### src/rtl/fpu_pkg.sv
// Shared definitions for the FPU command front end: op selects, response flag
// bit positions and the issuer FSM encoding.
package fpu_pkg;

    localparam logic [1:0] OP_ADD = 2'b00;
    localparam logic [1:0] OP_SUB = 2'b01;
    localparam logic [1:0] OP_MUL = 2'b10;
    localparam logic [1:0] OP_DIV = 2'b11;

    localparam int unsigned FLG_OVF = 0;
    localparam int unsigned FLG_UNF = 1;
    localparam int unsigned FLG_INV = 2;
    localparam int unsigned FLG_DZ  = 3;
    localparam int unsigned FLAG_W  = 4;

    typedef enum logic [1:0] {
        StIdle  = 2'b00,
        StIssue = 2'b01,
        StResp  = 2'b10
    } issuer_state_e;

    function automatic logic is_div_zero(logic [1:0] sel, logic b_is_zero);
        return (sel == OP_DIV) && b_is_zero;
    endfunction

endpackage

### src/rtl/fpu_cmd_fifo.sv
// Synchronous command FIFO with wrapping pointers and an occupancy count.
// Pushes when full and pops when empty are ignored.
module fpu_cmd_fifo #(
    parameter int unsigned DEPTH = 4,
    parameter int unsigned W     = 18
) (
    input  logic                       clk,
    input  logic                       rst,
    input  logic                       push,
    input  logic                       pop,
    input  logic [W-1:0]               wdata,
    output logic [W-1:0]               rdata,
    output logic                       full,
    output logic                       empty,
    output logic [$clog2(DEPTH):0]     count
);

    localparam int unsigned AW = $clog2(DEPTH);
    localparam int unsigned CW = AW + 1;

    logic [W-1:0]  mem_q [DEPTH];
    logic [AW-1:0] wr_ptr_q;
    logic [AW-1:0] rd_ptr_q;
    logic [CW-1:0] count_q;
    logic          do_push;
    logic          do_pop;

    assign full    = (count_q == CW'(DEPTH));
    assign empty   = (count_q == '0);
    assign do_push = push && !full;
    assign do_pop  = pop && !empty;
    assign rdata   = mem_q[rd_ptr_q];
    assign count   = count_q;

    // Storage is reset too so the head never presents X to the issuer.
    always_ff @(posedge clk or posedge rst) begin
        if (rst) begin
            mem_q    <= '{default: '0};
            wr_ptr_q <= '0;
            rd_ptr_q <= '0;
            count_q  <= '0;
        end else begin
            if (do_push) begin
                mem_q[wr_ptr_q] <= wdata;
                wr_ptr_q        <= wr_ptr_q + AW'(1);
            end
            if (do_pop) begin
                rd_ptr_q <= rd_ptr_q + AW'(1);
            end
            unique case ({do_push, do_pop})
                2'b10:   count_q <= count_q + CW'(1);
                2'b01:   count_q <= count_q - CW'(1);
                default: count_q <= count_q;
            endcase
        end
    end

endmodule

### src/rtl/fpu_cmd_issuer.sv
// Buffers FPU commands, presents them one at a time on registered fpu_* lines
// and returns the registered result under a valid/ready response handshake.
module fpu_cmd_issuer
    import fpu_pkg::*;
#(
    parameter int unsigned DEPTH  = 4,
    parameter int unsigned DATA_W = 8,
    parameter int unsigned RES_W  = 16
) (
    input  logic                     clk,
    input  logic                     rst,
    input  logic                     cmd_valid,
    output logic                     cmd_ready,
    input  logic [DATA_W-1:0]        cmd_a,
    input  logic [DATA_W-1:0]        cmd_b,
    input  logic [1:0]               cmd_sel,
    output logic [DATA_W-1:0]        fpu_a,
    output logic [DATA_W-1:0]        fpu_b,
    output logic [1:0]               fpu_sel,
    input  logic [RES_W-1:0]         fpu_y,
    input  logic                     fpu_overflow,
    input  logic                     fpu_underflow,
    input  logic                     fpu_invalid,
    output logic                     rsp_valid,
    input  logic                     rsp_ready,
    output logic [RES_W-1:0]         rsp_y,
    output logic [FLAG_W-1:0]        rsp_flags,
    output logic [$clog2(DEPTH):0]   count
);

    localparam int unsigned EW = 2 * DATA_W + 2;

    issuer_state_e      state_q;
    logic [DATA_W-1:0]  fpu_a_q;
    logic [DATA_W-1:0]  fpu_b_q;
    logic [1:0]         fpu_sel_q;
    logic               rsp_valid_q;
    logic [RES_W-1:0]   rsp_y_q;
    logic [FLAG_W-1:0]  rsp_flags_q;

    logic [EW-1:0]      head;
    logic [DATA_W-1:0]  head_a;
    logic [DATA_W-1:0]  head_b;
    logic [1:0]         head_sel;
    logic               fifo_full;
    logic               fifo_empty;
    logic               fifo_pop;
    logic               div_zero;

    fpu_cmd_fifo #(
        .DEPTH (DEPTH),
        .W     (EW)
    ) u_fifo (
        .clk   (clk),
        .rst   (rst),
        .push  (cmd_valid),
        .pop   (fifo_pop),
        .wdata ({cmd_sel, cmd_b, cmd_a}),
        .rdata (head),
        .full  (fifo_full),
        .empty (fifo_empty),
        .count (count)
    );

    assign head_a   = head[DATA_W-1:0];
    assign head_b   = head[2*DATA_W-1:DATA_W];
    assign head_sel = head[EW-1 -: 2];

    // The issued entry leaves the FIFO while its result is being captured.
    assign fifo_pop = (state_q == StIssue);
    assign div_zero = is_div_zero(fpu_sel_q, (fpu_b_q == '0));

    always_ff @(posedge clk or posedge rst) begin
        if (rst) begin
            state_q     <= StIdle;
            fpu_a_q     <= '0;
            fpu_b_q     <= '0;
            fpu_sel_q   <= '0;
            rsp_valid_q <= 1'b0;
            rsp_y_q     <= '0;
            rsp_flags_q <= '0;
        end else begin
            unique case (state_q)
                StIdle: begin
                    if (!fifo_empty) begin
                        fpu_a_q   <= head_a;
                        fpu_b_q   <= head_b;
                        fpu_sel_q <= head_sel;
                        state_q   <= StIssue;
                    end
                end
                StIssue: begin
                    rsp_valid_q <= 1'b1;
                    rsp_flags_q <= '0;
                    if (div_zero) begin
                        rsp_y_q             <= '1;
                        rsp_flags_q[FLG_DZ] <= 1'b1;
                    end else begin
                        rsp_y_q              <= fpu_y;
                        rsp_flags_q[FLG_OVF] <= fpu_overflow;
                        rsp_flags_q[FLG_UNF] <= fpu_underflow;
                        rsp_flags_q[FLG_INV] <= fpu_invalid;
                    end
                    state_q <= StResp;
                end
                StResp: begin
                    if (rsp_ready) begin
                        rsp_valid_q <= 1'b0;
                        if (!fifo_empty) begin
                            fpu_a_q   <= head_a;
                            fpu_b_q   <= head_b;
                            fpu_sel_q <= head_sel;
                            state_q   <= StIssue;
                        end else begin
                            state_q <= StIdle;
                        end
                    end
                end
                default: state_q <= StIdle;
            endcase
        end
    end

    assign cmd_ready = !fifo_full;
    assign fpu_a     = fpu_a_q;
    assign fpu_b     = fpu_b_q;
    assign fpu_sel   = fpu_sel_q;
    assign rsp_valid = rsp_valid_q;
    assign rsp_y     = rsp_y_q;
    assign rsp_flags = rsp_flags_q;

endmodule

### config.mk
export PLATFORM = sky130hd
export DESIGN_NAME = fpu_cmd_issuer
export DESIGN_NICKNAME = d
export VERILOG_FILES = /design/src/rtl/fpu_pkg.sv /design/src/rtl/fpu_cmd_fifo.sv /design/src/rtl/fpu_cmd_issuer.sv
export SDC_FILE = /design/constraint.sdc
export NUM_CORES = 1
export LEC_CHECK = 0
export CAP_MARGIN = 10
export CORE_ASPECT_RATIO = 1.25
export CORE_MARGIN = 1
export CORE_UTILIZATION = 50
export CTS_CLUSTER_SIZE = 25
export DETAILED_ROUTE_END_ITERATION = 6
export PLACE_DENSITY = 0.75
export SLEW_MARGIN = 30
export SYNTH_ARGS = -nofsm -noshare
export SYNTH_HDL_FRONTEND = slang
export SYNTH_SLANG_ARGS = --single-unit
### constraint.sdc
create_clock -name clk -period 4.56 [get_ports clk]
set_input_delay 0.684 -clock clk [delete_from_list [all_inputs] [get_ports clk]]
set_output_delay 0.684 -clock clk [all_outputs]
set_load 0.01 [all_outputs]
==> flow_summary.json, run 1 <==
{
  "drive_gt1_frac": 0.3303,
  "ant_nets": 0,
  "yosys_register_bits": 120,
  "maxSlewViolCount": 0,
  "die-height_um": 117.5,
  "ys_types": 30,
  "cts_hold_buf": 0,
  "core.rowCount": 41,
  "setup.worst_path.start": "u_fifo.count[0]$_DFFE_PP0P_",
  "numCtsBuffers": 17,
  "ys_warn_count": 0,
  "crit_fanout": 6,
  "postSynthAreaPerCell_um2": 15.52,
  "powerDensity_mw_per_mm2": 793.8,
  "start_kind": "register",
  "ctsResizeCount": 0,
  "h-tree-depth": 4,
  "antenna_found_initial": 0,
  "skew_ps": 5.569,
  "layout.nets": 479,
  "dr.pass1.iters": 4,
  "grt_overflow_total": 0,
  "max_stage_delay_ps": 600,
  "cts_num_sinks": 120,
  "grt_max_degree": 70,
  "final-setup-viol-count": 0,
  "grt_util_all_layers": 0.2177,
  "routed_wl_mm": 10.65,
  "initial_core_util": 0.5202,
  "tightest_slew_ps": 985.8,
  "ir_drop_mv": 0.4093,
  "drt-initial-drc-count": 189,
  "cts_tree": "yes",
  "totalPowerFinal_mw": 5.339,
  "hpwl_mm": 6.577,
  "dieArea_mm2": 0.01110,
  "layout_common_cells": "120 x dfrtp_1, 83 x clkdlybuf4s50_1, 51 x mux2_2",
  "end_kind": "output pin",
  "cts_root_buffer": "clkbuf_16",
  "maxSlewHeadroom": 0.3428,
  "clk_latency_ps": 400,
  "critPathKind": "register to output pin",
  "num_vias": 3109,
  "crit_arrival_ps": 1990,
  "clk_path_buf_depth": 2,
  "postCtsSetupBuffers": 0,
  "min_from": "rsp_flags[3]$_DFFE_PP0P_",
  "io_pins": 84,
  "synthesis.nets": 391,
  "top_layer_used": "met4",
  "fmaxAchievable_mhz": 374.2,
  "drcViolationCount": 0,
  "post_drt_via_cell_ratio": 5.445,
  "ys_seq_area_frac": 0.5626,
  "hp-class": "register to register",
  "final_hold_viol_count": 0,
  "antenna_cells": 0,
  "crit_chain": "or3b_1 -> clkdlybuf4s50_1",
  "clk_pin_slew_ps": 50,
  "worst_path_dominant_cell_family": "simple AND/OR/NAND/NOR gates",
  "port_buffers": 83,
  "rsz0062_at_grt": "no",
  "syn_area_mm2": 0.005338,
  "status": "complete, no violations",
  "drt-met1-wl_mm": 4.592,
  "met3_length_um": 396,
  "grt_pass1_wl_mm": 17.85,
  "wl_per_cell_um": 18.64,
  "die_w_um": 94.42,
  "mostFrequentLayoutCell": "dfrtp_1",
  "met2_length_mm": 5.390,
  "path_buf_inv": 1,
  "tns_ps": 0,
  "required_ps": 3880,
  "netlist_instances": 344,
  "min_period_ps": 2673,
  "grt_pass1_vias": 3472,
  "coreArea_mm2": 0.01026,
  "place.gp.congestion": 0.7087,
  "cap_violations": 0,
  "power_leakage_nw": 2.974,
  "syn_to_final_growth_pct": 26.02,
  "slowest_stage": "or3b_1",
  "fin_crit_sh": 0.5861,
  "timing.rr.start": "state_q[1]$_DFFE_PP0P_"
}
-- kinds of logic after synthesis --
| kind of cell | share of synthesized area |
|---|---|
| and+or+nand+nor | 0.05602 |
| buffers and inverters | 0.03446 |
| xor gates and xnor gates | 0.009845 |
| AOI/OAI and AO/OA | 0.02368 |
| adders and majority gates | 0.01547 |
| muxes | 0.2979 |
| DFF | 0.5626 |
-- worst paths after layout --
path / to / cells after the start / slack (ps)
min in group asynchronous: u_fifo.wr_ptr_q[1]$_DFFE_PP0P_ / 2 / 750
max in group asynchronous: fpu_a[6]$_DFFE_PP0P_ / 3 / 3010
setup / recovery: cmd_ready / 2 / 1890
setup reg to reg: u_fifo.count[2]$_DFFE_PP0P_ / 8 / 2030
hold / removal: rsp_flags[3]$_DFFE_PP0P_ / 2 / 490
hold reg to reg: rsp_flags[3]$_DFFE_PP0P_ / 2 / 490
-- where the power goes --
group          total [mW]  switching [mW]  internal (mW)
clock network        1.17           0.424          0.748
registers            2.00           0.374           1.62
logic                2.17           0.801           1.37
-- per-stage QoR --
stage / utilization / cells / worst slack (ps) / instance area, µm² / hold slack, ps
after CTS: 0.6554 / 571 / 1855 / 6724 / 495.1
after floorplan: - / 344 / 690.2 / 5338 / 473.8
after global placement: 0.6052 / 542 / 1957 / 6210 / 465.5
after global routing: 0.6556 / 571 / 1777 / 6726 / 514.0
after detailed placement: 0.6055 / 542 / 1877 / 6212 / 483.0
final: 0.6556 / 571 / 1887 / 6726 / 491.4
-- per-layer routing --
layer / up-vias / track usage
met5: - / 0
met4: 0 / 0.09327
met3: 24 / 0.05685
met2: 69 / 0.3388
met1: 1616 / 0.2867
li1: 1400 / -
-- synth_stat cells --
library cell | n | area share
dfrtp_1 | 120 | 0.56
mux2_2 | 51 | 0.11
mux2_4 | 40 | 0.11
nor2_1 | 34 | 0.024
a21oi_1 | 18 | 0.017
mux4_2 | 18 | 0.076
inv_1 | 7 | 0.0049
clkbuf_1 | 6 | 0.0042
buf_2 | 5 | 0.0047
ha_1 | 5 | 0.012
buf_12 | 4 | 0.015
nand3_4 | 4 | 0.013
xor2_1 | 4 | 0.0066
a31o_2 | 3 | 0.0049
and2_1 | 3 | 0.0035
nand2_1 | 3 | 0.0021
buf_6 | 2 | 0.0042
nand2b_1 | 2 | 0.0023
nor3b_1 | 2 | 0.0028
o21ai_0 | 2 | 0.0019
xnor2_1 | 2 | 0.0033
buf_4 | 1 | 0.0014
fa_1 | 1 | 0.0038
mux2i_1 | 1 | 0.0019
nand4b_1 | 1 | 0.0016
nor2b_1 | 1 | 0.0012
nor3_1 | 1 | 0.00094
nor4_1 | 1 | 0.0012
nor4b_1 | 1 | 0.0016
or3b_1 | 1 | 0.0016
-- worst register-to-register path, delay by kind of cell, from the launching register on --
family / cells / cell delay (ps)
simple gates: 3 / 1060
buf+inv: 1 / 60
flops: 1 / 420
fa+ha+maj: 2 / 610
xor+xnor: 2 / 310
-- layout make-up --
| class | count | area (µm²) |
|---|---|---|
| well taps | 129 | 161.4 |
| repair buffers | 87 | 860.8 |
| inverters | 7 | 31.28 |
| clock buffers | 24 | 461.7 |
| clock inverters | 5 | 50.05 |
| fillers | 757 | 3533 |
| flip-flops and latches | 120 | 3003 |
| multi-input cells | 199 | 2158 |
-- state kept, by name (all words and copies together), names as in the netlist --
name,flops
state_q,2
fpu_sel,2
rsp_y,16
fpu_a,8
u_fifo.count,3
u_fifo.wr_ptr_q,2
fpu_b,8
rsp_valid,1
u_fifo.rd_ptr_q,2
u_fifo.mem_q,72
rsp_flags,4
(Power assumes the default switching activity.)
==> run 2, diff against run 1 <==
--- a/config.mk
+++ b/config.mk
@@ -8,7 +8,7 @@
 export CAP_MARGIN = 10
 export CORE_ASPECT_RATIO = 1.25
 export CORE_MARGIN = 1
-export CORE_UTILIZATION = 50
+export CORE_UTILIZATION = 48
 export CTS_CLUSTER_SIZE = 25
 export DETAILED_ROUTE_END_ITERATION = 6
 export PLACE_DENSITY = 0.75
==> constraint.sdc (replaced) <==
create_clock -name clk -period 2.1 [get_ports clk]
set_input_delay 0.315 -clock clk [delete_from_list [all_inputs] [get_ports clk]]
set_output_delay 0.315 -clock clk [all_outputs]
set_load 0.01 [all_outputs]
==> flow_summary.json, run 2 (synthesis gave the netlist of run 1 again) <==
{
  "status": "complete, no violations",
  "cts_num_sinks": 120,
  "hpwl_mm": 6.937,
  "required_ps": 1780,
  "fin_crit_sh": 0.9624,
  "placed_area_mm2": 0.006342,
  "dr.pass1.iters": 4,
  "die_w_um": 96.32,
  "grt_pass1_vias": 3537,
  "tightest_slew_ps": 415.3,
  "start_kind": "register",
  "drt-initial-drc-count": 119,
  "wl_per_cell_um": 18.95,
  "crit_fanout": 5,
  "io_pins": 84,
  "min_period_ps": 2021,
  "dieArea_mm2": 0.01155,
  "clk_pin_slew_ps": 60,
  "skew_ps": 7.567,
  "drive_gt1_frac": 0.3698,
  "grtUsageMet1": 0.2723,
  "use_met2": 0.3488,
  "place_worst_setup_slack_ps": 84.73,
  "grt_util_all_layers": 0.2152,
  "cap_violations": 0,
  "place.gp.congestion": 0.7750,
  "design_area_mm2": 0.007036,
  "power_leakage_nw": 3.114,
  "largest-register": "u_fifo.mem_q",
  "num_vias": 3197,
  "mostFrequentLayoutCell": "dfrtp_1",
  "busiest_layer": "met2",
  "die-height_um": 119.9,
  "routed_wl_mm": 11.16,
  "grt_util_met3": 0.05894,
  "cts_tree": "yes",
  "clk_latency_ps": 420,
  "grt_max_degree": 67,
  "numCtsBuffers": 17,
  "post_drt_via_cell_ratio": 5.428,
  "port_buffers": 83,
  "clk_path_buf_depth": 2,
  "critPathKind": "register to output pin",
  "worst_path_dominant_cell_family": "buffers and inverters",
  "crit_arrival_ps": 1710,
  "ant_nets": 0,
  "post-route-util": 0.6563,
  "layout_common_cells": "120 x dfrtp_1, 82 x clkdlybuf4s50_1, 51 x mux2_2",
  "totalPowerFinal_mw": 12.59,
  "end_kind": "output pin",
  "final-setup-viol-count": 0,
  "antenna_cells": 0,
  "max_stage_delay_ps": 410,
  "crit_chain": "or3b_4 -> buf_4 -> dlygate4sd2_1",
  "antenna_found_initial": 0,
  "grt_overflow_total": 0,
  "largest_reg_flops": 72,
  "initial_core_util": 0.4979,
  "powerDensity_mw_per_mm2": 1790,
  "grt_pass1_wl_mm": 18.03,
  "syn_to_final_growth_pct": 31.81,
  "maxSlewViolCount": 0,
  "maxSlewHeadroom": 0.7206,
  "slowest_stage": "or3b_4",
  "layout.nets": 491,
  "core.rowCount": 42,
  "drcViolationCount": 0,
  "coreArea_mm2": 0.01072,
  "final_hold_viol_count": 0,
  "fin_ws_ps": 78.90,
  "h-tree-depth": 4,
  "fmaxAchievable_mhz": 494.8,
  "ir_drop_mv": 0.7698,
  "path_buf_inv": 2,
  "cts_root_buffer": "clkbuf_16",
  "hp-class": "input port to asynchronous set/reset pin"
}
-- run 2: final timing paths --
path / start / endpoint / slack, ps / cells past startpoint
hold reg to reg: rsp_flags[3]$_DFFE_PP0P_ / rsp_flags[3]$_DFFE_PP0P_ / 480 / 2
hold / removal: rst / rsp_y[3]$_DFFE_PP0P_ / 370 / 3
setup / recovery: u_fifo.count[1]$_DFFE_PP0P_ / cmd_ready / 80 / 3
max in group asynchronous: rst / u_fifo.mem_q[32]$_DFFE_PP0P_ / 1400 / 3
setup reg to reg: state_q[1]$_DFFE_PP0P_ / u_fifo.count[2]$_DFFE_PP0P_ / 90 / 8
min in group clk: rsp_flags[3]$_DFFE_PP0P_ / rsp_flags[3]$_DFFE_PP0P_ / 480 / 2
-- run 2: metrics by stage --
step	std cells	TNS [ps]	hold WS, ps
2_1_floorplan	344	0	463.5
5_1_grt	589	-0.8469	419.2
3_3_place_gp	555	0	462.4
3_5_place_dp	555	0	474.5
4_1_cts	587	0	376.0
6_report	589	0	367.6
-- run 2: layout make-up --
cell class                      count  area (µm²)
Inverter                            7       30.03
Fill cell                         780        3685
Tap cell                          132       165.2
Timing Repair Buffer               99       987.2
Multi-Input combinational cell    199        2173
Clock inverter                     13       224.0
Clock buffer                       19       452.9
Sequential cell                   120        3003
-- run 2: worst min-delay path, cell delays in order --
cell	delay (ps)
clkdlybuf4s50_1	440
clkinvlp_4	130
buf_12	280
-- run 2: metal layers --
layer | vias to the layer above | routed length (µm)
li1 | 1426 | -
met1 | 1683 | 4724
met2 | 69 | 5848
met3 | 19 | 393
met4 | 0 | 197
met5 | - | 0
-- run 2: repair_timing --
action | 4_1_cts | 5_1_grt
hold buffers | 0 | 0
setup endpoints to repair | 1 | 2
gates resized for setup | 1 | 1
setup buffers | 0 | 2
pin swaps | 0 | 2
-- run 2: where the power goes --
group / switching [mW] / internal [mW] / leakage (nW)
Combinational: 1.92 / 3.13 / 1.37
Sequential: 0.718 / 3.53 / 1.41
Clock: 1.03 / 2.28 / 0.329
Total: 3.66 / 8.93 / 3.11
